File: config.mk
export PLATFORM = sky130hd
export DESIGN_NAME = approx_mult_error_monitor
export DESIGN_NICKNAME = d
export VERILOG_FILES = /design/src/rtl/approx_mult_error_monitor.sv
export SDC_FILE = /design/constraint.sdc
export NUM_CORES = 1
export LEC_CHECK = 0
export ABC_CLOCK_PERIOD_IN_PS = 4250
export CORE_MARGIN = 2
export CORE_UTILIZATION = 40
export DETAILED_ROUTE_END_ITERATION = 8
export GPL_ROUTABILITY_DRIVEN = 1
export GPL_TIMING_DRIVEN = 0
export HOLD_SLACK_MARGIN = 0.08
export MAX_ROUTING_LAYER = met4
export SYNTH_ARGS = -nofsm -noshare
export SYNTH_HDL_FRONTEND = slang
export SYNTH_SLANG_ARGS = --single-unit
File: constraint.sdc
create_clock -name clk -period 4.25 [get_ports clk]
set_input_delay 1.275 -clock clk [delete_from_list [all_inputs] [get_ports clk]]
set_output_delay 1.275 -clock clk [all_outputs]
set_load 0.005 [all_outputs]
File: src/rtl/approx_mult_error_monitor.sv
// Receive-side error monitor for an approximate multiplier: computes the exact
// product of each accepted sample and accumulates saturating error statistics.
module approx_mult_error_monitor #(
    parameter int WIDTH = 4,
    parameter int CNT_W = 16,
    parameter int ACC_W = 24
) (
    input  logic                 clk,
    input  logic                 rst,
    input  logic                 valid_i,
    output logic                 ready_o,
    input  logic [WIDTH-1:0]     a_i,
    input  logic [WIDTH-1:0]     b_i,
    input  logic [2*WIDTH-1:0]   product_i,
    input  logic                 clear_i,
    output logic [CNT_W-1:0]     sample_count_o,
    output logic [CNT_W-1:0]     mismatch_count_o,
    output logic [ACC_W-1:0]     err_sum_o,
    output logic [2*WIDTH-1:0]   err_max_o,
    output logic [WIDTH-1:0]     max_a_o,
    output logic [WIDTH-1:0]     max_b_o,
    output logic [2*WIDTH-1:0]   last_err_o,
    output logic                 last_err_valid_o,
    output logic                 saturated_o
);

    localparam int PW = 2 * WIDTH;

    localparam logic [1:0] ST_INIT  = 2'd0;
    localparam logic [1:0] ST_RUN   = 2'd1;
    localparam logic [1:0] ST_CLEAR = 2'd2;

    logic [1:0]       state;
    logic [1:0]       state_next;
    logic             accept;
    logic             clear_req;
    logic             flush;

    logic             s1_valid;
    logic [WIDTH-1:0] s1_a;
    logic [WIDTH-1:0] s1_b;
    logic [PW-1:0]    s1_prod;
    logic [PW-1:0]    s1_exact;
    logic [PW-1:0]    exact_in;

    logic [PW-1:0]    err;
    logic             update;
    logic             cnt_full;
    logic             mis_full;
    logic [ACC_W:0]   sum_wide;
    logic [ACC_W-1:0] sum_next;
    logic             sat_event;

    function automatic logic [CNT_W-1:0] sat_inc(input logic [CNT_W-1:0] v);
        return (&v) ? v : v + CNT_W'(1);
    endfunction

    assign accept    = valid_i & ready_o;
    assign clear_req = (state == ST_RUN) & clear_i;
    // A clear request and the CLEAR state both suppress statistic updates.
    assign flush     = clear_req | (state == ST_CLEAR);
    assign exact_in  = {{WIDTH{1'b0}}, a_i} * {{WIDTH{1'b0}}, b_i};

    // Next-state decode; clear_i only matters in RUN.
    always_comb begin
        state_next = ST_INIT;
        case (state)
            ST_INIT:  state_next = ST_RUN;
            ST_RUN:   state_next = clear_i ? ST_CLEAR : ST_RUN;
            ST_CLEAR: state_next = ST_RUN;
            default:  state_next = ST_INIT;
        endcase
    end

    // State register; ready_o tracks the registered state exactly.
    always_ff @(posedge clk) begin
        if (rst) begin
            state   <= ST_INIT;
            ready_o <= 1'b0;
        end else begin
            state   <= state_next;
            ready_o <= (state_next == ST_RUN);
        end
    end

    // Stage 1: capture the sample and its exact product.
    always_ff @(posedge clk) begin
        if (rst) begin
            s1_valid <= 1'b0;
            s1_a     <= '0;
            s1_b     <= '0;
            s1_prod  <= '0;
            s1_exact <= '0;
        end else begin
            s1_valid <= (state == ST_CLEAR) ? 1'b0 : accept;
            if (accept) begin
                s1_a     <= a_i;
                s1_b     <= b_i;
                s1_prod  <= product_i;
                s1_exact <= exact_in;
            end else begin
                s1_a     <= s1_a;
                s1_b     <= s1_b;
                s1_prod  <= s1_prod;
                s1_exact <= s1_exact;
            end
        end
    end

    // Stage 2 arithmetic: absolute error and saturating accumulation.
    always_comb begin
        err       = '0;
        update    = 1'b0;
        cnt_full  = 1'b0;
        mis_full  = 1'b0;
        sum_wide  = '0;
        sum_next  = '0;
        sat_event = 1'b0;
        if (s1_exact >= s1_prod) begin
            err = s1_exact - s1_prod;
        end else begin
            err = s1_prod - s1_exact;
        end
        update   = s1_valid & ~flush;
        cnt_full = &sample_count_o;
        mis_full = (&mismatch_count_o) & (err != '0);
        sum_wide = {1'b0, err_sum_o} + (ACC_W + 1)'(err);
        if (sum_wide[ACC_W]) begin
            sum_next = '1;
        end else begin
            sum_next = sum_wide[ACC_W-1:0];
        end
        sat_event = cnt_full | mis_full | sum_wide[ACC_W];
    end

    // Stage 2 registers: statistics, max tracking and the last-error pulse.
    always_ff @(posedge clk) begin
        if (rst || flush) begin
            sample_count_o   <= '0;
            mismatch_count_o <= '0;
            err_sum_o        <= '0;
            err_max_o        <= '0;
            max_a_o          <= '0;
            max_b_o          <= '0;
            last_err_o       <= '0;
            last_err_valid_o <= 1'b0;
            saturated_o      <= 1'b0;
        end else if (update) begin
            sample_count_o   <= sat_inc(sample_count_o);
            mismatch_count_o <= (err != '0) ? sat_inc(mismatch_count_o) : mismatch_count_o;
            err_sum_o        <= sum_next;
            last_err_o       <= err;
            last_err_valid_o <= 1'b1;
            saturated_o      <= saturated_o | sat_event;
            // Strict compare keeps the first of equal errors.
            if (err > err_max_o) begin
                err_max_o <= err;
                max_a_o   <= s1_a;
                max_b_o   <= s1_b;
            end else begin
                err_max_o <= err_max_o;
                max_a_o   <= max_a_o;
                max_b_o   <= max_b_o;
            end
        end else begin
            last_err_valid_o <= 1'b0;
        end
    end

endmodule
==> flow_metrics.env <==
export IMPL_power_density_mw_per_mm2=339
export IMPL_cp_arrival_ns=4.24
export IMPL_ys_dominant_reg_cell="dfxtp_1"
export IMPL_synth_edf_count=0
export IMPL_status="complete, no violations"
export IMPL_drt_pass1_iterations=5
export IMPL_final_util_pct=51.4
export IMPL_wire_per_inst_um=15.3
export IMPL_cts_max_path_buffers=2
export IMPL_synth_top_area_share_pct=34.4
export IMPL_cts_sinks=110
export IMPL_crit_fanout=5
export IMPL_cts_tree="yes"
export IMPL_cp_start_kind="register"
export IMPL_p_int_w=0.00188
export IMPL_hold_class="register to register"
export IMPL_num_vias=5863
export IMPL_synth_seq_area_share_pct=34.4
export IMPL_antenna_left=0
export IMPL_placementRows=46
export IMPL_worstPathCellList="inv_1 > ha_1 > inv_1 > fa_2 > nand3_2 > nand3_2 > a21oi_4 > mux2i_2 > xnor2_2 > ha_1 > nor2b_1 > o21ai_0 > a21boi_0 > o21a_1 > o21ai_2 > nor3_4 > a2111oi_2 > nor3_1"
export IMPL_dr_first_iter_drc_count=282
export IMPL_instances_no_fill=1103
export IMPL_p_comb_share_pct=29.5
export IMPL_cts_buffers=9
export IMPL_h_tree_depth=3
export IMPL_clkLatencyLatePin_ns=0.35
export IMPL_path_buf_inv=2
export IMPL_dieArea_mm2=0.0170
export IMPL_setup_viol=0
export IMPL_yosysUniqueCellTypes=71
export IMPL_postSynth_asyncResetShare_pct=0
export IMPL_grt_max_degree=19
export IMPL_power_leakage_nw=3.08
export IMPL_yosysWarnings=0
export IMPL_vias_per_cell=5.32
export IMPL_drc=0
export IMPL_fin_ws_ns=0.220
export IMPL_fin_hold_ws_ns=0.463
export IMPL_netSwitchingPower_w=0.000872
export IMPL_nets=954
export IMPL_critPathKind="register to register"
export IMPL_die_h_um=130
export IMPL_dp_cells=1087
export IMPL_synth_nets=841
export IMPL_netlist_top_cells_area="dfxtp_1 34%, ha_1 8.8%, nand2_1 5.9%"
export IMPL_avgSynthCellArea_um2=8.32
export IMPL_slew_headroom_pct=58.9
export IMPL_cts_hold_buf=0
export IMPL_tightest_slew_ns=0.612
export IMPL_synth_cell_area_mm2=0.00640
export IMPL_portBuffers=102
export IMPL_synth_top_cell_by_area="dfxtp_1"
export IMPL_grt_pass1_vias=5473
export IMPL_place_ws_ns=-0.513
export IMPL_clkTransAtPathRegs_ns=0.07
export IMPL_synth_seq_cells=110
export IMPL_antenna_cells=0
export IMPL_syn_inst=769
export IMPL_fp_coreArea_mm2=0.0158
export IMPL_drive_above_1_share_pct=7.55
export IMPL_critPathTopFamily="compound AO/OA/AOI/OAI gates"
export IMPL_io_pins=103
export IMPL_die_x_um=130
export IMPL_power_frac_seq_pct=39.2
export IMPL_place_gp_congestion=0.884
export IMPL_slowest_delay_ns=0.40
export IMPL_fin_crit_ns=4.03
export IMPL_drv_cap=0
export IMPL_swShare_pct=31.7
export IMPL_max_clock_freq_mhz=248
export IMPL_grt_ovfl_total=0
export IMPL_fin_crit_sh_pct=94.8
export IMPL_drt_wl_total_mm=16.9
export IMPL_vdd_drop_max_uv=259
export IMPL_slew_viol_final=0
export IMPL_pwr_share_clk_pct=31.3
export IMPL_skew_ns=0.00708
export IMPL_dpl_hpwl_mm=12.9
export IMPL_cp_end_kind="register"
export IMPL_antenna_found_initial=0
export IMPL_crit_required_ns=4.46
export IMPL_start_util_pct=40.6
export IMPL_cts_root_buf="clkbuf_16"
export IMPL_final_hold_violation_count=0
export IMPL_grt_pass1_wl_mm=27.2
export IMPL_grt_usage_pct=20.6
export IMPL_syn_to_final_growth_pct=26.7
export IMPL_cpMaxStageDelayCell="fa_2"
layout by cell type, fill, tap and decap left out, types with 4 or more instances in the layout:
| master | instances |
|---|---|
| a211oi_1 | 8 |
| a21o_1 | 5 |
| a21oi_1 | 66 |
| a311oi_1 | 4 |
| a31oi_1 | 4 |
| and2_1 | 18 |
| and3_1 | 13 |
| and4_1 | 4 |
| buf_4 | 5 |
| buf_6 | 4 |
| clkbuf_1 | 22 |
| clkbuf_16 | 9 |
| clkdlybuf4s50_1 | 102 |
| dfxtp_1 | 110 |
| fa_1 | 6 |
| ha_1 | 45 |
| inv_1 | 51 |
| mux2i_1 | 21 |
| nand2_1 | 99 |
| nand2b_1 | 5 |
| nand3_1 | 14 |
| nand4_1 | 16 |
| nor2_1 | 65 |
| nor2b_1 | 4 |
| nor3_1 | 15 |
| o211ai_1 | 9 |
| o21ai_0 | 20 |
| o21ai_1 | 5 |
| o221a_2 | 5 |
| or2_2 | 4 |
| or3_1 | 10 |
| or4_1 | 10 |
| xnor2_1 | 10 |
| xor2_1 | 25 |
sequential cells by signal (all words and copies together) (netlist names), 8 cells and up:
signal / count
err_sum_o: 24
s1_exact: 8
sample_count_o: 16
last_err_o: 8
err_max_o: 8
s1_prod: 8
mismatch_count_o: 16
cells in the mapped netlist (5+ instances only):
master	number
fa_1	7
clkbuf_1	22
and2_1	18
o21ai_0	22
dfxtp_1	110
mux2i_1	23
nand2_1	100
xnor2_1	12
a21o_1	5
and3_1	13
a21oi_1	69
inv_1	51
nand4_1	16
nor2_1	67
nor3_1	17
a211oi_1	9
or3_1	10
ha_1	45
xor2_1	25
nand2b_1	5
o211ai_1	9
o221a_2	5
or4_1	10
nand3_1	15
metal layers:
layer	GRT usage (%)	share of wire [%]	wire [um]
met5	-	0	0
met4	5.44	1.5	253
met3	3.05	4.8	819
met2	32.9	47	7930
met1	27.6	47	7890
area by class of cell:
type | count | area, um^2
Fill cell | 1537 | 7670
Multi-Input combinational cell | 573 | 3930
Sequential cell | 110 | 2200
Timing Repair Buffer | 104 | 1040
Tap cell | 216 | 270
Clock buffer | 11 | 243
Inverter | 51 | 191
Buffer | 33 | 171
Clock inverter | 5 | 57.6
metrics by stage:
| stage | setup TNS, ns | cell area, um^2 | total power, W |
|---|---|---|---|
| finish | 0 | 8100 | 0.00275 |
| floorplan | 0 | 6400 | 0.00165 |
| global placement | -7.83 | 7690 | 0.00185 |
| global route | -0.0427 | 8100 | 0.00290 |
| detailed placement | -11.59 | 7690 | 0.00186 |
| CTS | -0.0151 | 8020 | 0.00273 |
power groups by stage:
| stage | logic (W) | clock network (W) | registers, W |
|---|---|---|---|
| floorplan | 0.000560 | 0 | 0.00109 |
| global placement | 0.000749 | 0 | 0.00110 |
| detailed placement | 0.000763 | 0 | 0.00110 |
| CTS | 0.000774 | 0.000878 | 0.00108 |
| global route | 0.000904 | 0.000921 | 0.00108 |
| finish | 0.000810 | 0.000861 | 0.00108 |
cells by family after synthesis:
| family | synth area share, % |
|---|---|
| multiplexers | 4.13 |
| AND/OR/NAND/NOR | 22.6 |
| adder cells (fa/ha/maj) | 11.0 |
| XOR/XNOR | 5.32 |
| buffers and inverters | 5.75 |
| flip-flops | 34.4 |
| AO/OA/AOI/OAI | 16.8 |
worst paths after layout:
check                end  cells past startpoint         from  slack, ns
max reg2reg  saturated_o                     18  s1_exact[0]       0.22
min           s1_prod[7]                      2   s1_prod[7]       0.46
max          saturated_o                     18  s1_exact[0]       0.22
min reg2reg   s1_prod[7]                      2   s1_prod[7]       0.46
worst register-to-register path, stage by stage, from the launching register on:
cell and delay [ns]:
dfxtp_1 0.33, inv_1 0.06, ha_1 0.17, inv_1 0.06, fa_2 0.40, nand3_2 0.12
nand3_2 0.16, a21oi_4 0.21, mux2i_2 0.28, xnor2_2 0.20, ha_1 0.33, nor2b_1 0.15
o21ai_0 0.25, a21boi_0 0.15, o21a_1 0.23, o21ai_2 0.26, nor3_4 0.11, a2111oi_2 0.35
nor3_1 0.08
what timing repair did:
action                                  CTS  global route
endpoints found under the setup margin   32            42
pin swaps                                 1             1
buffers inserted                          1             1
resized for setup                         8            16
Note: power is estimated with default switching activity, not from simulation.
